`config.mk`:
```
export PLATFORM = sky130hd
export DESIGN_NAME = video_timing_gen
export DESIGN_NICKNAME = d
export VERILOG_FILES = /design/src/rtl/video_timing_gen.sv
export SDC_FILE = /design/constraint.sdc
export NUM_CORES = 1
export LEC_CHECK = 0
export ABC_AREA = 1
export BUFFER_PORTS_ARGS = -buffer_cell sky130_fd_sc_hd__buf_4
export CORE_ASPECT_RATIO = 1.1
export CORE_MARGIN = 2
export CORE_UTILIZATION = 50
export DETAILED_ROUTE_END_ITERATION = 8
export GPL_ROUTABILITY_DRIVEN = 0
export HOLD_SLACK_MARGIN = 0.02
export PLACE_DENSITY = 0.77
export SKIP_LAST_GASP = 1
export SLEW_MARGIN = 40
export SYNTH_ARGS = -nofsm -noshare
export SYNTH_HDL_FRONTEND = slang
export SYNTH_SLANG_ARGS = --single-unit
```
`constraint.sdc`:
```
create_clock -name clk -period 2.3 [get_ports clk]
set_input_delay 0 -clock clk [delete_from_list [all_inputs] [get_ports clk]]
set_output_delay 0 -clock clk [all_outputs]
set_load 0.005 [all_outputs]
```
`src/rtl/video_timing_gen.sv`:
```
// video_timing_gen: free-running raster timing source (H/V counters, sync,
// data-enable and line/frame strobes). All outputs are registered and are
// derived from the next-count values, so every flag lines up with x/y.
// Optional feature: define VTG_FRAME_CNT_EN to add the 16-bit frame_cnt output.
module video_timing_gen #(
    parameter int unsigned WIDTH       = 32'd1920,
    parameter int unsigned HEIGHT      = 32'd1080,
    parameter int unsigned H_SYNC_TIME = 32'd44,
    parameter int unsigned H_B_PORCH   = 32'd148,
    parameter int unsigned H_F_PORCH   = 32'd88,
    parameter int unsigned V_SYNC_TIME = 32'd5,
    parameter int unsigned V_B_PORCH   = 32'd36,
    parameter int unsigned V_F_PORCH   = 32'd4,
    parameter logic        SYNC_POL    = 1'b1
) (
    input  logic        clk,
    input  logic        rst_n,
    input  logic        ce,
    output logic [15:0] x,
    output logic [15:0] y,
    output logic        vde,
    output logic        hsync,
    output logic        vsync,
    output logic        line_start,
    output logic        frame_start
`ifdef VTG_FRAME_CNT_EN
    ,
    output logic [15:0] frame_cnt
`endif
);

    localparam int unsigned H_TOTAL = H_SYNC_TIME + H_B_PORCH + WIDTH + H_F_PORCH;
    localparam int unsigned V_TOTAL = V_SYNC_TIME + V_B_PORCH + HEIGHT + V_F_PORCH;

    // Boundaries pre-cast to the 16-bit counter width.
    localparam logic [15:0] H_LAST      = 16'(H_TOTAL - 32'd1);
    localparam logic [15:0] V_LAST      = 16'(V_TOTAL - 32'd1);
    localparam logic [15:0] H_SYNC_END  = 16'(H_SYNC_TIME);
    localparam logic [15:0] V_SYNC_END  = 16'(V_SYNC_TIME);
    localparam logic [15:0] H_ACT_START = 16'(H_SYNC_TIME + H_B_PORCH);
    localparam logic [15:0] H_ACT_END   = 16'(H_SYNC_TIME + H_B_PORCH + WIDTH);
    localparam logic [15:0] V_ACT_START = 16'(V_SYNC_TIME + V_B_PORCH);
    localparam logic [15:0] V_ACT_END   = 16'(V_SYNC_TIME + V_B_PORCH + HEIGHT);

    // Totals beyond 16 bits cannot be represented by the counters.
    generate
        if (H_TOTAL > 32'd65535) begin : g_h_total_check
            $error("video_timing_gen: H_TOTAL exceeds 65535");
        end
        if (V_TOTAL > 32'd65535) begin : g_v_total_check
            $error("video_timing_gen: V_TOTAL exceeds 65535");
        end
    endgenerate

    logic [15:0] x_nxt_s;
    logic [15:0] y_nxt_s;
    logic        line_wrap_s;
    logic        frame_wrap_s;
    logic        hsync_nxt_s;
    logic        vsync_nxt_s;
    logic        vde_nxt_s;

    // Next raster position and wrap detection.
    always_comb begin
        x_nxt_s      = x;
        y_nxt_s      = y;
        line_wrap_s  = 1'b0;
        frame_wrap_s = 1'b0;
        if (ce) begin
            if (x == H_LAST) begin
                x_nxt_s     = 16'd0;
                line_wrap_s = 1'b1;
                if (y == V_LAST) begin
                    y_nxt_s      = 16'd0;
                    frame_wrap_s = 1'b1;
                end else begin
                    y_nxt_s = y + 16'd1;
                end
            end else begin
                x_nxt_s = x + 16'd1;
            end
        end else begin
            x_nxt_s = x;
        end
    end

    // Sync and data-enable decoded from the next position (zero skew to x/y).
    always_comb begin
        hsync_nxt_s = ~SYNC_POL;
        vsync_nxt_s = ~SYNC_POL;
        vde_nxt_s   = 1'b0;
        if (x_nxt_s < H_SYNC_END) begin
            hsync_nxt_s = SYNC_POL;
        end else begin
            hsync_nxt_s = ~SYNC_POL;
        end
        if (y_nxt_s < V_SYNC_END) begin
            vsync_nxt_s = SYNC_POL;
        end else begin
            vsync_nxt_s = ~SYNC_POL;
        end
        if ((x_nxt_s >= H_ACT_START) && (x_nxt_s < H_ACT_END) &&
            (y_nxt_s >= V_ACT_START) && (y_nxt_s < V_ACT_END)) begin
            vde_nxt_s = 1'b1;
        end else begin
            vde_nxt_s = 1'b0;
        end
    end

    // Output registers: counters, decoded flags and one-clock strobes.
    always_ff @(posedge clk or negedge rst_n) begin
        if (!rst_n) begin
            x           <= 16'd0;
            y           <= 16'd0;
            vde         <= 1'b0;
            hsync       <= SYNC_POL;
            vsync       <= SYNC_POL;
            line_start  <= 1'b0;
            frame_start <= 1'b0;
        end else begin
            x           <= x_nxt_s;
            y           <= y_nxt_s;
            vde         <= vde_nxt_s;
            hsync       <= hsync_nxt_s;
            vsync       <= vsync_nxt_s;
            line_start  <= line_wrap_s;
            frame_start <= frame_wrap_s;
        end
    end

`ifdef VTG_FRAME_CNT_EN
    // Frame counter advances together with the frame_start strobe, wrapping at 16 bits.
    always_ff @(posedge clk or negedge rst_n) begin
        if (!rst_n) begin
            frame_cnt <= 16'd0;
        end else if (frame_wrap_s) begin
            frame_cnt <= frame_cnt + 16'd1;
        end else begin
            frame_cnt <= frame_cnt;
        end
    end
`else
    // Frame counter not built in this configuration.
`endif

endmodule

```
==> results of run 1 <==
## worst register-to-register path: cells and delay by family (launching register included)
| kind | cells | cell delay (ps) |
|---|---|---|
| buf+inv | 1 | 60 |
| flops | 1 | 520 |
| simple gates | 15 | 1510 |
## repair_timing
item	CTS	global route
resized for setup	0	15
endpoints found under the hold margin	37	0
hold buffers	1	0
setup endpoints to repair	0	2
## layout by cell type, fill, tap and decap left out, types with 2 or more instances in the layout
cell,n
nand4_1,17
o21ai_0,12
nand3_1,39
nand2_2,3
inv_2,6
nor2_4,6
xor2_1,3
clkbuf_8,5
o21bai_1,3
nor3_1,6
a21oi_1,2
dfrtp_2,3
nand2_4,2
buf_4,45
clkinv_2,2
dfstp_2,2
ha_1,2
nor2_1,69
nand3_2,5
nor2_2,9
nand2_1,142
o21ai_2,2
dfrtp_1,32
inv_1,70
nand3b_1,3
## power by group through the flow
stage	clock, W	combinational (W)	sequential (W)
2_1_floorplan	0	0.000680	0.000887
3_3_place_gp	0	0.000866	0.000973
3_5_place_dp	0	0.000888	0.000976
4_1_cts	0.000471	0.000893	0.000964
5_1_grt	0.000513	0.00105	0.00101
6_report	0.000463	0.000924	0.000985
## through the flow
| step | TNS, ps | utilization, % | std cells | area, um2 |
|---|---|---|---|---|
| floorplan | 0 | - | 461 | 2870 |
| global placement | 0 | 58.8 | 567 | 3210 |
| detailed placement | 0 | 58.8 | 567 | 3210 |
| CTS | 0 | 60.5 | 576 | 3310 |
| global route | -16.8 | 61.6 | 576 | 3360 |
| finish | 0 | 61.6 | 576 | 3360 |
## state kept, by name (all words and copies together) (netlist names)
register / cells
x: 16
y: 16
frame_start: 1
hsync: 1
line_start: 1
vde: 1
vsync: 1
## layer usage
layer,wire length (um),global-route usage [%],share of wire (%),up-vias
met5,0,0,0,-
met4,204,9.92,2.7,0
met3,414,4.02,5.6,20
met2,3760,41.7,50,96
met1,3080,29.1,41,1381
li1,-,-,-,1504
## how the worst max path moves through the flow
stage          slack [ps]  end
2_1_floorplan         380  vde
3_3_place_gp           80  vde
3_5_place_dp           50  vde
4_1_cts                20  vde
5_1_grt               -20  vde
6_report              150  vde
## final cells by class
type / count / area, um2 / share of cell area [%]
Sequential cell: 37 / 932 / 27.7
Timing Repair Buffer: 46 / 348 / 10.3
Inverter: 77 / 289 / 8.59
Clock inverter: 2 / 10.0 / 0.298
Tap cell: 75 / 93.8 / 2.79
Clock buffer: 6 / 72.6 / 2.16
Multi-Input combinational cell: 333 / 1620 / 48.1
## cells by family (layout without fill, tap and decap cells)
group           Yosys count  in the layout  share of synthesized area, %
xor+xnor                  4              4                          1.22
fa+ha+maj                 3              3                          1.31
compound gates           21             21                          4.28
simple gates            305            305                          47.7
buf+inv                  91            131                          13.1
flops                    37             37                          32.4
==> impl_metrics.yaml, run 1 <==
status:
  outcome: "complete, no violations"
route:
  dr.pass1.iters: 4
  drtIter0Drc: 180
  num_vias: 3001
  routed_wl_um: 7460
  ant_nets: 0
  detail_route.vias_per_cell: 5.21
  wl_per_cell_um: 12.9
  drc: 0
synthesis:
  synth_cell_types: 33
  netlist_area_mm2: 0.00287
  synth.avg_cell_area_um2: 6.22
  synth_top_area_share_pct: 30.5
  synthCells: 461
  syn_nets: 467
  yosysMostFrequentCell: "nand2_1"
  synth_top_area_cell: "dfrtp_1"
  ys_ff_latch: 37
  synth_edf_count: 0
  ys_warn_count: 0
  synth_seq_area_share_pct: 32.4
  synth_common_cells: "nand2_1 (143), nor2_1 (72), inv_1 (70)"
  yosys-top-cells-area: "dfrtp_1 (31%), nand2_1 (19%), nor2_1 (9.4%)"
  ys.flop_type: "dfrtp_1"
  async_reset_ff_share_pct: 100
worst_setup_path:
  path_common_cell: "nand2_1"
  endpoint_kind: "flip-flop"
  arrival_ps: 2390
  required_ps: 2540
  worst_setup_path_start_kind: "flip-flop"
  crit_path_max_fanout: 9
  critPathKind: "flip-flop to flip-flop"
  cp-startpoint: "x[7]"
  slowest_delay_ps: 520
  rr_startpoint: "x[7]"
  r2r_slack_ps: 150
  crit_chain: "nand2_1 -> inv_1 -> nand2_1 -> nor2_4 -> nand2_4 -> nor2_8 -> nand2_4 -> nand2_1 -> nand2_1 -> nand2_2 -> nand2_1 -> nor2_1 -> nand2_1 -> nor2_1 -> nand2_1 -> nor2_2"
  critPathBufInv: 1
  worstSetupPathDepth: 16
  reg2reg_depth: 16
  crit_family: "simple AND/OR/NAND/NOR gates"
  crit_slowest_cell: "dfrtp_1"
  worstReg2RegEnd: "vde"
floorplan:
  dieWidth_um: 76.2
  io_pins: 40
  rows: 28
  die_h_um: 83.4
  core_mm2: 0.00547
  die_area_mm2: 0.00636
  start_util_pct: 52.5
sta:
  worst_slack_ps: 146
  period_needed_ps: 2150
  finalHoldViolations: 0
  slew_violations: 0
  setup-violations-final: 0
  max_freq_ghz: 0.464
  maxSlewHeadroom_pct: 69.2
  skew_ps: 2.22
  hold_slack_ps: 148
  period_share_pct: 93.6
  worst_slew_pin_slew_ps: 462
clock_tree:
  cts_tree: "yes"
  cts_max_level: 2
  post_cts.repair.setup_buffers: 0
  clk_path_buf_depth: 2
  path_clk_slew_ps: 80
  insertion_delay_ps: 300
  clock-root-buffer: "clkbuf_8"
  cts_sinks: 37
  cts-buffers-inserted: 5
cells_and_area:
  fin_nets: 506
  fillCellCount: 552
  syn_to_final_growth_pct: 17.3
  diodes: 0
  drive_gt1_share_pct: 18.8
global_route:
  grt_pass1_wl_um: 12300
  grt_pass1_vias: 2730
  antenna_found_initial: 0
  gr-total-overflow: 0
  grt_usage_pct: 23.9
  grt_max_degree: 38
pwr:
  switchingPower_w: 0.00100
  p_int_w: 0.00137
  p_comb_share_pct: 39.0
  power.total_w: 0.00237
  p_leak_nw: 1.79
  pwr-share-clk_pct: 19.5
  ir_drop_mv: 0.319
  power_frac_seq_pct: 41.5
  switching_share_pct: 42.2
  power.density_mw_per_mm2: 705
job:
  maxCapViolCount: 0
worst_hold_path:
  worstHoldPathCells: 3
  hold_path.class: "primary input to flip-flop"
  min_from: "ce"
  hold_end: "x[1]"
placed_design:
  dp_hpwl_um: 5570
  port_buffers: 39
  place_ws_ps: 54.6
Power figures use the tool's default switching activity.
==> inputs of run 2 (changes only) <==
--- a/config.mk
+++ b/config.mk
@@ -7,13 +7,15 @@
 export LEC_CHECK = 0
 export ABC_AREA = 1
 export BUFFER_PORTS_ARGS = -buffer_cell sky130_fd_sc_hd__buf_4
+export CELL_PAD_IN_SITES_DETAIL_PLACEMENT = 2
+export CELL_PAD_IN_SITES_GLOBAL_PLACEMENT = 2
 export CORE_ASPECT_RATIO = 1.1
 export CORE_MARGIN = 2
-export CORE_UTILIZATION = 50
+export CORE_UTILIZATION = 31
 export DETAILED_ROUTE_END_ITERATION = 8
 export GPL_ROUTABILITY_DRIVEN = 0
 export HOLD_SLACK_MARGIN = 0.02
-export PLACE_DENSITY = 0.77
+export PLACE_DENSITY = 0.87
 export SKIP_LAST_GASP = 1
 export SLEW_MARGIN = 40
 export SYNTH_ARGS = -nofsm -noshare
==> impl_metrics.yaml, run 2 (synthesized netlist as in run 1, its figures left out) <==
status:
  outcome: "complete, but fails checks"
  violations: "setup timing"
worst_setup_path:
  arrival_ps: 2590
  endpoint_kind: "flip-flop"
  critPathKind: "flip-flop to flip-flop"
  r2r_slack_ps: -40
  crit_chain: "ha_4 -> nand2_2 -> inv_2 -> nand2_2 -> nor2_4 -> nand2_4 -> nor2_8 -> nand2_4 -> nand2_1 -> nand2_1 -> nand2_2 -> nand2_2 -> nor2_2 -> nand2_1 -> nor2_2 -> nand2_2 -> nor2_2"
  crit_path_max_fanout: 5
  slowest_delay_ps: 420
  required_ps: 2550
  worstReg2RegEnd: "vde"
  reg2reg_depth: 17
  worst_setup_path_start_kind: "flip-flop"
  cp-startpoint: "x[1]"
  rr_startpoint: "x[1]"
  crit_slowest_cell: "dfrtp_1"
  cp-endpoint: "vde"
  path_common_cell: "nand2_2"
pwr:
  ir_drop_mv: 0.239
  power.density_mw_per_mm2: 771
  p_leak_nw: 1.91
  power.total_w: 0.00284
route:
  num_vias: 3366
  detail_route.vias_per_cell: 5.28
  drtIter0Drc: 68
  routed_wl_um: 13100
  ant_nets: 0
  dr.pass1.iters: 4
  drc: 0
  wl_per_cell_um: 20.5
sta:
  worst_slack_ps: -44.3
  worst_slew_pin_slew_ps: 538
  period_share_pct: 102
  period_needed_ps: 2340
  slew_violations: 0
  skew_ps: 15.6
  setup-violations-final: 1
  maxSlewHeadroom_pct: 64.2
  max_freq_ghz: 0.427
  rsz0062_at_grt: "yes"
  fin_tns_setup_ps: -44.3
  finalHoldViolations: 0
global_route:
  grt.busiest_layer: "met2"
  grt_max_degree: 38
  use_met1_pct: 27.6
  grtUsageMet3_pct: 3.46
  met2_usage_pct: 46.4
  grt_usage_pct: 24.8
  grt_pass1_wl_um: 19200
  antenna_found_initial: 0
  grt_pass1_vias: 3669
  gr-total-overflow: 0
worst_hold_path:
  min_from: "ce"
  hold_path.class: "primary input to flip-flop"
clock_tree:
  insertion_delay_ps: 310
  cts-buffers-inserted: 5
  clock-root-buffer: "clkbuf_8"
  cts_sinks: 37
  cts_tree: "yes"
  path_clk_slew_ps: 100
  clk_path_buf_depth: 2
  cts_max_level: 2
cells_and_area:
  diodes: 0
  mostFrequentLayoutCells: "nand2_1 (138), buf_4 (68), inv_1 (67)"
  drive_gt1_share_pct: 27.1
  layout_commonest_cell: "nand2_1"
  utilization_pct: 41.2
  fin_nets: 529
  syn_to_final_growth_pct: 28.3
  top_regs: "x x16, y x16"
placed_design:
  port_buffers: 39
  dp_hpwl_um: 9030
floorplan:
  io_pins: 40
  start_util_pct: 32.2
  dieWidth_um: 95.7
  die_area_mm2: 0.0100
  die_h_um: 105
  rows: 36
  core_mm2: 0.00892
job:
  maxCapViolCount: 0
run 2: changes by cell type in the layout (fill, tap and decap cells not counted), moves of 4 or more:
cell     before  now
dfrtp_1      32   26
nand2_1     142  138
buf_4        45   68
nor2_1       69   61
nor2_2        9   16
nand2_2       3    7
dfrtp_2       3    9
run 2: critical path: cells and delay by family, from the launching register on:
kind | cells | cell delay (ps)
flops | 1 | 420
buf+inv | 1 | 80
simple gates | 15 | 1560
fa+ha+maj | 1 | 190
run 2: final cells by class:
| class | instances | area [um2] |
|---|---|---|
| fillers | 1127 | 5240 |
| clock buffers | 6 | 82.6 |
| multi-input cells | 333 | 1670 |
| repair buffers | 69 | 520 |
| well taps | 114 | 143 |
| clock inverters | 2 | 37.5 |
| inverters | 77 | 289 |
| flip-flops and latches | 37 | 940 |
run 2: repair_timing:
action | 4_1_cts | 5_1_grt
resized for setup | 15 | 25
setup buffers | 2 | 8
hold endpoints to repair | 35 | 0
setup endpoints to repair | 2 | 2
pin swaps | 0 | 13
hold buffers | 1 | 0
run 2: worst min-delay path by stage:
stage | end | slack (ps) | cells past startpoint
floorplan | frame_start | -300 | 0
global placement | y[11] | 7 | 1
detailed placement | y[11] | 20 | 1
CTS | x[1] | 140 | 3
global route | x[1] | 160 | 3
finish | x[1] | 140 | 3
run 2: report_power, final:
| group | internal, W | total [W] | switching, W |
|---|---|---|---|
| Combinational | 0.000474 | 0.00121 | 0.000735 |
| Clock | 0.000354 | 0.000650 | 0.000297 |
| Sequential | 0.000770 | 0.000978 | 0.000208 |
run 2: routing by layer:
metal / up-vias / part of all wire, % / routed length [um]
li1: 1546 / - / -
met1: 1697 / 39 / 5130
met2: 84 / 54 / 7040
met3: 39 / 2.9 / 385
met4: 0 / 3.9 / 508
met5: - / 0 / 0
run 2: stage by stage:
step / hold WS [ps] / instances / setup WS, ps / cell area [um2]
after global placement: 6.72 / 619 / -24.5 / 3360
after floorplan: -296 / 461 / 384 / 2870
after global routing: 162 / 638 / -125 / 3680
final: 138 / 638 / -44.3 / 3680
after detailed placement: 16.3 / 619 / -155 / 3360
after CTS: 136 / 630 / 0.427 / 3560
